[src/rtl/uart_cmd_pkg.sv]
// Shared types and constants for the UART command controller.
// The state encoding, the frame sync byte, command opcodes and response status codes.
package uart_cmd_pkg;

    typedef enum logic [2:0] {
        ST_IDLE,
        ST_GET_CMD,
        ST_GET_DATA,
        ST_GET_CSUM,
        ST_EXEC,
        ST_TX_STATUS,
        ST_TX_VALUE
    } state_t;

    localparam logic [7:0] SYNC_BYTE  = 8'hA5;

    localparam logic [7:0] CMD_WRITE  = 8'h01;
    localparam logic [7:0] CMD_READ   = 8'h02;
    localparam logic [7:0] CMD_TOGGLE = 8'h03;

    localparam logic [7:0] STATUS_OK       = 8'h00;
    localparam logic [7:0] STATUS_BAD_CSUM = 8'h01;
    localparam logic [7:0] STATUS_BAD_CMD  = 8'h02;
    localparam logic [7:0] STATUS_RX_ERR   = 8'h03;

    function automatic logic cmd_known(input logic [7:0] cmd);
        return (cmd == CMD_WRITE) || (cmd == CMD_READ) || (cmd == CMD_TOGGLE);
    endfunction

endpackage

[src/rtl/uart_cmd_ctrl_if.sv]
// Byte-level RX/TX handshake and LED/status signals of the command controller.
// The slave modport is the controller's view; master is the view of whoever drives it.
interface uart_cmd_ctrl_if;
    logic       rx_valid;
    logic       rx_error;
    logic [7:0] rx_data;
    logic       tx_valid;
    logic       tx_ready;
    logic [7:0] tx_data;
    logic [7:0] led;
    logic       busy;

    modport slave (
        input  rx_valid, rx_error, rx_data, tx_ready,
        output tx_valid, tx_data, led, busy
    );

    modport master (
        output rx_valid, rx_error, rx_data, tx_ready,
        input  tx_valid, tx_data, led, busy
    );
endinterface

[src/rtl/uart_cmd_ctrl_gap_timer.sv]
// Inter-byte gap counter: counts enabled cycles since the last clear and
// flags expiry once TIMEOUT_CYCLES is reached (saturates there).
module gap_timer #(
    parameter int unsigned TIMEOUT_CYCLES = 100000
) (
    input  logic clk,
    input  logic rst,
    input  logic clear,
    input  logic enable,
    output logic expired
);
    localparam int unsigned CW = $clog2(TIMEOUT_CYCLES + 1);

    logic [CW-1:0] r_count;

    always_ff @(posedge clk or posedge rst) begin
        if (rst) begin
            r_count <= '0;
        end else if (clear) begin
            r_count <= '0;
        end else if (enable && (r_count != CW'(TIMEOUT_CYCLES))) begin
            r_count <= r_count + CW'(1);
        end
    end

    assign expired = (r_count == CW'(TIMEOUT_CYCLES));
endmodule

[src/rtl/uart_cmd_ctrl.sv]
// Frames RX bytes into SYNC/CMD/DATA/CSUM commands, executes LED write/read/toggle
// and returns a STATUS/VALUE response pair on the TX handshake.
module uart_cmd_ctrl
    import uart_cmd_pkg::*;
#(
    parameter int unsigned CLOCK_RATE = 100000000,
    parameter int unsigned TIMEOUT_US = 1000
) (
    input  logic            clk,
    input  logic            rst,
    uart_cmd_ctrl_if.slave  bus
);
    localparam int unsigned TIMEOUT_CYCLES = CLOCK_RATE / 1000000 * TIMEOUT_US;

    state_t     r_state,    w_state;
    logic [7:0] r_cmd,      w_cmd;
    logic [7:0] r_data,     w_data;
    logic [7:0] r_csum,     w_csum;
    logic       r_rx_err,   w_rx_err;
    logic [7:0] r_led,      w_led;
    logic       r_tx_valid, w_tx_valid;
    logic [7:0] r_tx_data,  w_tx_data;
    logic       r_busy,     w_busy;

    logic       w_in_get;
    logic       w_byte_taken;
    logic       w_gap_expired;
    logic [7:0] w_status;

    gap_timer #(
        .TIMEOUT_CYCLES (TIMEOUT_CYCLES)
    ) u_gap_timer (
        .clk     (clk),
        .rst     (rst),
        .clear   (!w_in_get || w_byte_taken),
        .enable  (w_in_get),
        .expired (w_gap_expired)
    );

    // Status priority: framing error, then checksum, then opcode.
    always_comb begin
        w_status = STATUS_OK;
        if (r_rx_err) begin
            w_status = STATUS_RX_ERR;
        end else if ((r_cmd ^ r_data) != r_csum) begin
            w_status = STATUS_BAD_CSUM;
        end else if (!cmd_known(r_cmd)) begin
            w_status = STATUS_BAD_CMD;
        end
    end

    always_ff @(posedge clk or posedge rst) begin
        if (rst) begin
            r_state    <= ST_IDLE;
            r_cmd      <= 8'h00;
            r_data     <= 8'h00;
            r_csum     <= 8'h00;
            r_rx_err   <= 1'b0;
            r_led      <= 8'h00;
            r_tx_valid <= 1'b0;
            r_tx_data  <= 8'h00;
            r_busy     <= 1'b0;
        end else begin
            r_state    <= w_state;
            r_cmd      <= w_cmd;
            r_data     <= w_data;
            r_csum     <= w_csum;
            r_rx_err   <= w_rx_err;
            r_led      <= w_led;
            r_tx_valid <= w_tx_valid;
            r_tx_data  <= w_tx_data;
            r_busy     <= w_busy;
        end
    end

    always_comb begin
        w_state      = r_state;
        w_cmd        = r_cmd;
        w_data       = r_data;
        w_csum       = r_csum;
        w_rx_err     = r_rx_err;
        w_led        = r_led;
        w_tx_valid   = r_tx_valid;
        w_tx_data    = r_tx_data;
        w_in_get     = 1'b0;
        w_byte_taken = 1'b0;

        case (r_state)
            ST_IDLE: begin
                if (bus.rx_valid && !bus.rx_error && (bus.rx_data == SYNC_BYTE)) begin
                    w_state  = ST_GET_CMD;
                    w_rx_err = 1'b0;
                end
            end
            ST_GET_CMD, ST_GET_DATA, ST_GET_CSUM: begin
                w_in_get = 1'b1;
                // An arriving byte takes precedence over a simultaneous timeout.
                if (bus.rx_valid) begin
                    w_byte_taken = 1'b1;
                    if (bus.rx_error) begin
                        w_rx_err = 1'b1;
                        w_state  = ST_EXEC;
                    end else if (r_state == ST_GET_CMD) begin
                        w_cmd   = bus.rx_data;
                        w_state = ST_GET_DATA;
                    end else if (r_state == ST_GET_DATA) begin
                        w_data  = bus.rx_data;
                        w_state = ST_GET_CSUM;
                    end else begin
                        w_csum  = bus.rx_data;
                        w_state = ST_EXEC;
                    end
                end else if (w_gap_expired) begin
                    w_state = ST_IDLE;
                end
            end
            ST_EXEC: begin
                if (w_status == STATUS_OK) begin
                    if (r_cmd == CMD_WRITE) begin
                        w_led = r_data;
                    end else if (r_cmd == CMD_TOGGLE) begin
                        w_led = r_led ^ r_data;
                    end
                end
                w_tx_valid = 1'b1;
                w_tx_data  = w_status;
                w_state    = ST_TX_STATUS;
            end
            ST_TX_STATUS: begin
                if (bus.tx_ready) begin
                    w_tx_data = r_led;
                    w_state   = ST_TX_VALUE;
                end
            end
            ST_TX_VALUE: begin
                if (bus.tx_ready) begin
                    w_tx_valid = 1'b0;
                    w_state    = ST_IDLE;
                end
            end
            default: begin
                w_state    = ST_IDLE;
                w_tx_valid = 1'b0;
            end
        endcase

        w_busy = (w_state != ST_IDLE);
    end

    assign bus.tx_valid = r_tx_valid;
    assign bus.tx_data  = r_tx_data;
    assign bus.led      = r_led;
    assign bus.busy     = r_busy;
endmodule

[src/flat_wrapper.sv]
// flat-port wrapper written by rule: the top's interface ports become plain ports
module uart_cmd_ctrl_flat import uart_cmd_pkg::*;
#(
    parameter int unsigned CLOCK_RATE = 100000000,
    parameter int unsigned TIMEOUT_US = 1000
)
  (clk, rst, bus_rx_valid, bus_rx_error, bus_rx_data, bus_tx_ready, bus_tx_valid, bus_tx_data, bus_led, bus_busy);
  uart_cmd_ctrl_if bus_i ();
  input  logic clk;
  input  logic rst;
  input wire logic [$bits(bus_i.rx_valid)-1:0] bus_rx_valid;
  input wire logic [$bits(bus_i.rx_error)-1:0] bus_rx_error;
  input wire logic [$bits(bus_i.rx_data)-1:0] bus_rx_data;
  input wire logic [$bits(bus_i.tx_ready)-1:0] bus_tx_ready;
  output wire logic [$bits(bus_i.tx_valid)-1:0] bus_tx_valid;
  output wire logic [$bits(bus_i.tx_data)-1:0] bus_tx_data;
  output wire logic [$bits(bus_i.led)-1:0] bus_led;
  output wire logic [$bits(bus_i.busy)-1:0] bus_busy;
  assign bus_i.rx_valid = bus_rx_valid;
  assign bus_i.rx_error = bus_rx_error;
  assign bus_i.rx_data = bus_rx_data;
  assign bus_i.tx_ready = bus_tx_ready;
  assign bus_tx_valid = bus_i.tx_valid;
  assign bus_tx_data = bus_i.tx_data;
  assign bus_led = bus_i.led;
  assign bus_busy = bus_i.busy;
  uart_cmd_ctrl #(.CLOCK_RATE(CLOCK_RATE), .TIMEOUT_US(TIMEOUT_US)) u_core (.clk(clk), .rst(rst), .bus(bus_i));
endmodule
[config.mk]
export PLATFORM = sky130hd
export DESIGN_NAME = uart_cmd_ctrl_flat
export DESIGN_NICKNAME = d
export VERILOG_FILES = /design/src/rtl/uart_cmd_pkg.sv /design/src/rtl/uart_cmd_ctrl_if.sv /design/src/rtl/uart_cmd_ctrl_gap_timer.sv /design/src/rtl/uart_cmd_ctrl.sv /design/src/flat_wrapper.sv
export SDC_FILE = /design/constraint.sdc
export NUM_CORES = 1
export LEC_CHECK = 0
export ABC_AREA = 1
export CORE_MARGIN = 1
export CORE_UTILIZATION = 45
export CTS_CLUSTER_DIAMETER = 40
export DETAILED_ROUTE_END_ITERATION = 8
export PLACE_DENSITY = 0.68
export SYNTH_ARGS = -nofsm -noshare
export SYNTH_HDL_FRONTEND = slang
export SYNTH_SLANG_ARGS = --single-unit
[constraint.sdc]
create_clock -name clk -period 6.1 [get_ports clk]
set_clock_uncertainty 0.05 [all_clocks]
set_input_delay 0.915 -clock clk [delete_from_list [all_inputs] [get_ports clk]]
set_output_delay 0.915 -clock clk [all_outputs]
set_load 0.005 [all_outputs]
==> results by group, run 1 <==
Clock tree
  • Root buf cell: clkbuf_8
  • Cts hold-fix bufs: 0
  • CTS tree: built
  • Clock Pin Slew Worst Setup and Hold Paths: 70 ps
  • Setup bufs post-CTS: 0
  • TritonCTS Sinks: 63
  • Longest Clk Path Bufs: 2
  • Number of gates resized after CTS: 0
  • Number of CTS-inserted buffers: 9
  • Skew-Pair Late Insertion Delay: 350 ps
  • H-tree levels: 3

Synthesis
  • Largest family of logic cells by synthesized area: simple AND/OR/NAND/NOR gates
  • Count leader, synth: nand2_1
  • Xor and xnor area share after synthesis: 0.7343%
  • Yosys Warn Count: 0
  • Mapped Nets: 475
  • Post-synthesis register bit count: 63
  • Top cell type's share of synthesized area: 44.06%
  • Distinct cells, synth: 37
  • Post-synthesis mux area share: 0%
  • Synth area leader: dfrtp_1
  • Simple-Gate Fraction of Synth Area: 33.92%
  • Primary FF master, synth: dfrtp_1
  • Cells after Synth: 460
  • Post-synthesis adder-cell area fraction: 0.6993%
  • Synth Area per Inst: 7.779 µm²
  • Number of flops mapped to enable cells by yosys: 0
  • Synth Area in Compound Gates: 11.01%
  • Most common library cells after synthesis: 135 x nand2_1, 64 x inv_1, 63 x dfrtp_1
  • Mapped Area: 0.003578 mm²
  • Ranking of synthesized cells by area: dfrtp_1 44%, nand2_1 14%, inv_1 6.7%, nand3_1 4.9%, o21ai_0 3.4%
  • Sequential area share after synthesis: 44.06%
  • Ys async rst share: 100.0%

Die
  • Rows: 32
  • Num ports: 31
  • Core Box Area: 0.007727 mm²
  • Die Ht: 91.18 µm
  • Starting Density: 46.31%
  • Die W: 91.18 µm
  • Die area: 0.008313 mm²

Setup path
  • Worst Path Max Fanout: 19
  • Worst Reg-to-Reg Cells: 10
  • Req. time, crit path: 6280 ps
  • Worst path top cell family by delay: simple AND/OR/NAND/NOR gates
  • Max incr delay on CP: 630 ps
  • Type of origin of the critical path: primary input
  • Worst setup EP type: register
  • R2R setup slack: 4220 ps
  • Critical Path AT: 2620 ps
  • Cells along the critical path: clkdlybuf4s50_1 -> inv_2 -> nor2_2 -> nand4_2 -> nand4_1 -> nand3_2 -> nor2_1 -> nand3_1
  • Worst r2r src: u_core.r_cmd[1]
  • Reg2Reg Capture Point: u_core.bus.led[7]
  • CP max stage cell: clkdlybuf4s50_1
  • Crit path kind: in2reg
  • WP buf/inv: 2

Placed design
  • Placed Cells: 586
  • DP Area: 0.003955 mm²
  • Hpwl dp: 5694 µm
  • GP Congestion: 0.8355
  • Port Buffer Count: 30
  • Post-Place Setup Slack: 3294 ps

Power
  • Leakage: 0.001978 µW
  • Peak VDD IR: 0.0001451 V
  • Cell area power density: 425.4 mW/mm²

Detailed routing
  • Vias: 3099
  • Vias/cell: 5.148
  • Final wirelength: 7772 µm
  • DR pass1 iterations: 4
  • DR iter-0 viols: 172
  • Antenna Nets Post-Route: 0
  • Routed len/inst: 12.91 µm
  • DR DRC count: 0

STA
  • Worst slew pin tran: 793.9 ps
  • Fin crit share: 40.01%
  • FMAX: 409.7 MHz
  • Final setup TNS: 0 ps
  • Hold Slack: 426.5 ps
  • Worst Slack Setup Final: 3659 ps
  • Slew Viols, Final: 0
  • Fin crit period: 2441 ps
  • Setup violators final: 0
  • Worst slew margin: 47.07%
  • Final hold vios: 0
  • RSZ-0062 raised after global routing: no

Hold path
  • HP Start: u_core.bus.tx_valid
  • Hold Path Stages: 2
  • Worst Hold End: u_core.bus.tx_valid
  • HP Class: reg2reg

Finish
  • Post-route cell area: 0.004179 mm²
  • Share of layout cells above drive strength 1: 10.80%
  • Ant diodes: 0
  • Final nets: 510
  • Layout area overhead: 16.78%
  • Non-Filler Instances: 602

GRT
  • Vias in the first global route: 3026
  • Initial antenna violation count: 0
  • Met3 usage: 4.020%
  • Met1 Use GR: 26.00%
  • First-pass GRT wire length: 13600 µm
  • Largest net degree at the start of global routing: 64
  • Gr ovfl total: 0
  • Routing usage on met2: 35.48%
  • GR peak layer: met2
  • Total Routing Usage GR: 20.75%

Flow run
  • Number of max-cap violations: 0

Run status
  • Status: finished, final reports clean
-- cells in the final DEF (no fill, tap or decap), types with 2 or more instances in the layout --
cell | netlist | final
clkdlybuf4s50_1 | 0 | 30
nor2_2 | 4 | 4
o21ai_0 | 24 | 24
xor2_1 | 2 | 2
nor2_8 | 3 | 3
nor2_4 | 5 | 5
nand3_4 | 3 | 3
nand2_4 | 2 | 2
clkbuf_1 | 1 | 2
o31ai_1 | 4 | 4
nor3_1 | 4 | 4
nor2_1 | 25 | 25
o2111ai_1 | 8 | 8
a21oi_1 | 12 | 12
inv_1 | 64 | 63
nand3_2 | 2 | 2
inv_2 | 10 | 11
o21a_1 | 2 | 2
clkbuf_8 | 0 | 11
bufinv_16 | 0 | 2
ha_1 | 2 | 2
o21ai_1 | 9 | 9
nand4_1 | 19 | 19
nand2_2 | 4 | 4
nand2_1 | 135 | 135
dfrtp_1 | 63 | 63
o31ai_2 | 2 | 2
nand3_1 | 35 | 35
-- cells by family after synthesis --
logic type / Yosys count
AO/OA/AOI/OAI: 65
XOR/XNOR: 3
AND/OR/NAND/NOR: 245
flip-flops: 63
adder cells (fa/ha/maj): 2
buffers and inverters: 82
-- where the power goes --
group | total (µW) | switching (µW) | internal, µW
clock | 413 | 161 | 252
combinational | 714 | 461 | 252
sequential | 651 | 132 | 519
-- final cells by class --
type	instances	area [µm²]
clock buffer	13	158.9
clock inverter	3	65.06
fill	724	3548
inverter	75	284.0
multi-input combinational	315	1659
sequential	63	1577
tap	102	127.6
timing repair buffer	31	307.8
-- state kept, by name, summed over array words and instances, names as in the netlist --
signal and flops:
u_core.bus.busy 1, u_core.bus.led 8, u_core.bus.tx_data 8, u_core.bus.tx_valid 1, u_core.r_cmd 8, u_core.r_csum 8
u_core.r_data 8, u_core.r_rx_err 1, u_core.r_state 3, u_core.u_gap_timer.r_count 17
-- worst reg2reg max path: cells and delay by family (launching register included) --
kind | cells | cell delay (ps)
AND/OR/NAND/NOR | 9 | 950
flip-flops | 1 | 410
buffers and inverters | 1 | 340
-- per-layer routing --
metal	up-vias	routed length [µm]	part of all wire [%]
li1	1575	-	-
met2	49	3869	50
met4	0	108	1.4
met5	-	0	0
met3	9	236	3.0
met1	1466	3557	46
-- worst max-delay path by stage --
stage | slack (ps) | end | from | cells past startpoint
3_3_place_gp | 3360 | u_core.bus.busy | bus_rx_valid | 8
4_1_cts | 3660 | u_core.bus.busy | bus_rx_valid | 8
2_1_floorplan | 3570 | u_core.bus.busy | rst | 1
5_1_grt | 3470 | u_core.bus.busy | bus_rx_valid | 8
6_report | 3660 | u_core.bus.busy | bus_rx_valid | 8
3_5_place_dp | 3290 | u_core.bus.busy | bus_rx_valid | 8
-- metrics by stage --
step | power (µW) | utilization (%)
floorplan | 1209 | -
detailed placement | 1370 | 51.18
CTS | 1788 | 54.08
global placement | 1337 | 51.18
global route | 1919 | 54.08
finish | 1778 | 54.08
No activity file was read; power rests on OpenSTA's default activity.
==> inputs of run 2 (changes only) <==
==> constraint.sdc (replaced) <==
create_clock -name clk -period 2.3 [get_ports clk]
set_clock_uncertainty 0.05 [all_clocks]
set_input_delay 0.345 -clock clk [delete_from_list [all_inputs] [get_ports clk]]
set_output_delay 0.345 -clock clk [all_outputs]
set_load 0.005 [all_outputs]
==> run 2 against run 1 <==
First-iteration DRC count up 10%; final cell count up 0.50%; utilization about the same; register-to-register slack worse by 3700 ps; power rose to 2.6 times the previous value; setup slack worse by 3100 ps; via count up 0.81%; combinational power rose to 2.7 times the previous value; critical path depth up 4; largest power group unchanged.
==> results by group, run 2 (synthesis gave the netlist of run 1 again) <==
Detailed routing
  • DR DRC count: 0
  • DR iter-0 viols: 190
  • Routed len/inst: 13.19 µm
  • Vias: 3124
  • Final wirelength: 7982 µm
  • Antenna Nets Post-Route: 0
  • Vias/cell: 5.164
  • DR pass1 iterations: 4

Finish
  • Largest register by flop count: u_core.u_gap_timer.r_count
  • Non-Filler Instances: 605
  • Post-route cell area: 0.004180 mm²
  • Max reg flops: 17
  • Ant diodes: 0
  • Most frequent cells in the layout: 135 x nand2_1, 63 x inv_1, 63 x dfrtp_1, 35 x nand3_1, 30 x clkdlybuf4s50_1
  • Final nets: 513
  • Share of layout cells above drive strength 1: 11.33%
  • Layout area overhead: 16.82%
  • Util after Layout: 54.10%
  • Commonest non-fill, non-tap cell in the layout: nand2_1

STA
  • Fin crit period: 1764 ps
  • Slew Viols, Final: 0
  • Worst Slack Setup Final: 536.0 ps
  • Final hold vios: 0
  • Setup violators final: 0
  • RSZ-0062 raised after global routing: no
  • Worst slew margin: 75.02%
  • Worst slew pin tran: 374.7 ps
  • Final setup TNS: 0 ps
  • Fin crit share: 76.69%
  • FMAX: 566.9 MHz

Clock tree
  • TritonCTS Sinks: 63
  • Cts hold-fix bufs: 0
  • Root buf cell: clkbuf_8
  • Setup bufs post-CTS: 0
  • Longest Clk Path Bufs: 2
  • Number of gates resized after CTS: 0
  • CTS tree: built
  • Number of CTS-inserted buffers: 9
  • Clock Pin Slew Worst Setup and Hold Paths: 70 ps
  • H-tree levels: 3
  • Skew-Pair Late Insertion Delay: 330 ps

Power
  • Peak VDD IR: 0.0003623 V
  • Cell area power density: 1096 mW/mm²
  • Leakage: 0.001982 µW

GRT
  • First-pass GRT wire length: 13800 µm
  • Total Routing Usage GR: 21.15%
  • Vias in the first global route: 3073
  • Initial antenna violation count: 0
  • Gr ovfl total: 0
  • Largest net degree at the start of global routing: 64

Setup path
  • CP max stage cell: dfrtp_1
  • Most used cell, CP: nand2_1
  • Worst Path Max Fanout: 9
  • Crit path kind: reg2reg
  • Max incr delay on CP: 450 ps
  • Req. time, crit path: 2460 ps
  • Type of origin of the critical path: register
  • Cells along the critical path: inv_1 -> nand2_1 -> nand2_1 -> nand2_1 -> nand2_1 -> nand2_1 -> inv_1 -> nand2_1 -> nor2_8 -> nand3_4 -> nand3_1 -> nand2_1
  • Worst setup EP type: register
  • Critical Path AT: 1930 ps

Die
  • Die Ht: 91.18 µm
  • Die area: 0.008313 mm²
  • Starting Density: 46.31%
  • Num ports: 31
  • Core Box Area: 0.007727 mm²
  • Die W: 91.18 µm
  • Rows: 32

Placed design
  • Port Buffer Count: 30
  • GP Congestion: 0.8801
  • Placed Cells: 589
  • DP Area: 0.003990 mm²
  • Post-Place Setup Slack: 342.0 ps
  • Hpwl dp: 5849 µm

Run status
  • Status: finished, final reports clean

Hold path
  • HP Class: in2async

Flow run
  • Number of max-cap violations: 0
-- run 2: critical path, delay by kind of cell, from the launching register on --
kind                   cells  cell delay, ps
buffers and inverters      2             170
DFF                        1             450
and+or+nand+nor           10             970
-- run 2: final cells by class --
type | count | area (µm²)
repair buffers | 34 | 342.8
flip-flops and latches | 63 | 1577
well taps | 102 | 127.6
inverters | 75 | 284.0
multi-input cells | 315 | 1659
clock inverters | 4 | 45.04
clock buffers | 12 | 145.1
fillers | 720 | 3547
-- run 2: layer usage --
layer  routed length, µm  up-vias  part of all wire (%)  track usage (%)
met4                 159        0                   2.0            9.259
met3                 281       12                   3.5            4.690
met2                4010       60                    50            36.87
met5                   0        -                     0                0
li1                    -     1581                     -                -
met1                3531     1471                    44            24.96
-- run 2: power by group --
| part | internal (µW) | switching (µW) |
|---|---|---|
| Combinational | 685 | 1230 |
| Clock | 526 | 407 |
| Sequential | 1380 | 354 |
| Total | 2590 | 1990 |
-- run 2: path summary, 6_finish.rpt --
check,from,endpoint,slack [ps],cells after the start
max,u_core.r_data[6],u_core.bus.led[6],540,12
min,rst,u_core.r_csum[3],340,3
max reg2reg,u_core.r_data[6],u_core.bus.led[6],540,12
min reg2reg,u_core.bus.tx_valid,u_core.bus.tx_valid,430,2
max in group asynchronous,rst,u_core.u_gap_timer.r_count[12],1580,3
min in group clk,u_core.bus.tx_valid,u_core.bus.tx_valid,430,2
-- run 2: through the flow --
stage          power, µW  hold slack (ps)
4_1_cts             4626            346.7
3_3_place_gp        3561            415.8
6_report            4580            343.2
3_5_place_dp        3665            416.0
2_1_floorplan       3205            414.3
5_1_grt             4992            371.0
==> inputs of run 3 (changes only) <==
==> constraint.sdc (replaced) <==
create_clock -name clk -period 1.8 [get_ports clk]
set_clock_uncertainty 0.05 [all_clocks]
set_input_delay 0.27 -clock clk [delete_from_list [all_inputs] [get_ports clk]]
set_output_delay 0.27 -clock clk [all_outputs]
set_load 0.005 [all_outputs]
==> run 3 against run 2 <==
Register-to-register slack worse by 400 ps; setup slack got worse by 400 ps; flip-flop and latch count stayed put; combinational power rose by 30%; critical endpoint is now u_core.bus.led[5]; largest cell class unchanged; via count is 0.48% higher; largest power group unchanged; non-clock buffer count grew 8.
==> results by group, run 3 (synthesis gave the netlist of run 1 again) <==
Die
  • Starting Density: 46.31%
  • Num ports: 31
  • Rows: 32
  • Die Ht: 91.18 µm
  • Core Box Area: 0.007727 mm²
  • Die area: 0.008313 mm²
  • Die W: 91.18 µm

Finish
  • Fill count: 696
  • Largest register by flop count: u_core.u_gap_timer.r_count
  • Max reg flops: 17
  • Final nets: 521
  • Share of layout cells above drive strength 1: 13.50%
  • Layout area overhead: 20.87%
  • Most frequent cells in the layout: 135 x nand2_1, 63 x inv_1, 60 x dfrtp_1, 35 x nand3_1, 30 x clkdlybuf4s50_1
  • Commonest non-fill, non-tap cell in the layout: nand2_1
  • Ant diodes: 0

Setup path
  • Max incr delay on CP: 490 ps
  • CP max stage cell: dfrtp_2
  • Type of origin of the critical path: register
  • Critical Path AT: 1830 ps
  • Cells along the critical path: inv_4 -> nand2_4 -> nor2_4 -> nand3_4 -> nor2_8 -> nand3_4 -> nand3_1 -> nand2_1
  • Reg2Reg Capture Point: u_core.bus.led[5]
  • Req. time, crit path: 1970 ps
  • Worst setup EP type: register
  • Worst Path Max Fanout: 17
  • Worst Reg-to-Reg Cells: 8
  • Worst r2r src: u_core.r_state[1]
  • Critical Path Start: u_core.r_state[1]
  • Crit path kind: reg2reg
  • Most used cell, CP: nand3_4
  • R2R setup slack: 140 ps

STA
  • Final hold vios: 0
  • Fin crit share: 92.31%
  • RSZ-0062 raised after global routing: yes
  • Worst slew margin: 76.13%
  • Setup violators final: 0
  • Hold Slack: 283.9 ps
  • FMAX: 601.9 MHz
  • Worst Slack Setup Final: 138.5 ps
  • Final setup TNS: 0 ps
  • Fin crit period: 1662 ps
  • Slew Viols, Final: 0
  • Worst slew pin tran: 354.8 ps

Clock tree
  • Number of CTS-inserted buffers: 9
  • H-tree levels: 3
  • Clock Pin Slew Worst Setup and Hold Paths: 70 ps
  • TritonCTS Sinks: 63
  • Skew-Pair Late Insertion Delay: 340 ps
  • Longest Clk Path Bufs: 2
  • Root buf cell: clkbuf_8
  • CTS tree: built

Detailed routing
  • DR pass1 iterations: 5
  • Final wirelength: 7791 µm
  • Vias: 3139
  • Vias/cell: 5.121
  • DR iter-0 viols: 153
  • DR DRC count: 0
  • Antenna Nets Post-Route: 0
  • Routed len/inst: 12.71 µm

GRT
  • Gr ovfl total: 0
  • Total Routing Usage GR: 20.86%
  • Vias in the first global route: 3098
  • Initial antenna violation count: 0
  • First-pass GRT wire length: 13860 µm
  • Largest net degree at the start of global routing: 45

Power
  • Overall power: 6167 µW
  • Leakage: 0.002048 µW
  • Cell area power density: 1426 mW/mm²
  • Peak VDD IR: 0.0006940 V

Placed design
  • Hpwl dp: 5752 µm
  • Port Buffer Count: 30
  • Post-Place Setup Slack: 94.37 ps
  • GP Congestion: 0.8705

Hold path
  • HP Class: in2async

Flow run
  • Number of max-cap violations: 0

Run status
  • Status: finished, final reports clean
==> run 3: worst max-delay path by stage <==
stage / end / slack [ps] / depth (start not counted)
2_1_floorplan: u_core.bus.led[0] / 290 / 10
3_5_place_dp: u_core.bus.busy / 90 / 10
4_1_cts: u_core.bus.led[5] / 110 / 8
3_3_place_gp: u_core.bus.busy / 130 / 10
6_report: u_core.bus.led[5] / 140 / 8
5_1_grt: u_core.bus.led[7] / 0.1 / 12
==> run 3: repair_timing <==
| item | in CTS | in global routing |
|---|---|---|
| hold buffers | 0 | 0 |
| endpoints found under the setup margin | 0 | 8 |
| gates resized for setup | 0 | 3 |
| setup buffers | 0 | 3 |
==> run 3: power breakdown <==
| part | switching, µW | internal, µW | leakage [µW] |
|---|---|---|---|
| combinational | 1590 | 910 | 0.00109 |
| sequential | 423 | 1760 | 0.000833 |
| clock | 551 | 933 | 0.000123 |
| total | 2560 | 3610 | 0.00205 |
==> run 3: area by class of cell <==
type | count | area, µm² | area share [%]
Sequential cell | 63 | 1580 | 36.53
Multi-Input combinational cell | 315 | 1659 | 38.36
Inverter | 75 | 287.8 | 6.653
Tap cell | 102 | 127.6 | 2.951
Clock buffer | 14 | 182.7 | 4.223
Clock inverter | 2 | 60.06 | 1.388
Timing Repair Buffer | 42 | 427.9 | 9.893
==> run 3: critical path: cells and delay by family (launching register included) <==
family / cells / cell delay, ps
buffers and inverters: 1 / 100
flip-flops: 1 / 490
AND/OR/NAND/NOR: 7 / 900
==> run 3: per-layer routing <==
layer	wire, µm	track usage [%]	up-vias
met5	0	0	-
met4	97	6.878	0
met3	311	3.183	10
met2	3719	36.11	66
met1	3662	26.66	1468
li1	-	-	1595
==> run 3: stage by stage <==
step / util [%] / instances / area, µm²
after floorplan: - / 460 / 3582
after global placement: 52.49 / 594 / 4056
after detailed placement: 52.49 / 594 / 4056
after CTS: 55.63 / 610 / 4299
after global routing: 55.97 / 613 / 4325
final: 55.97 / 613 / 4325
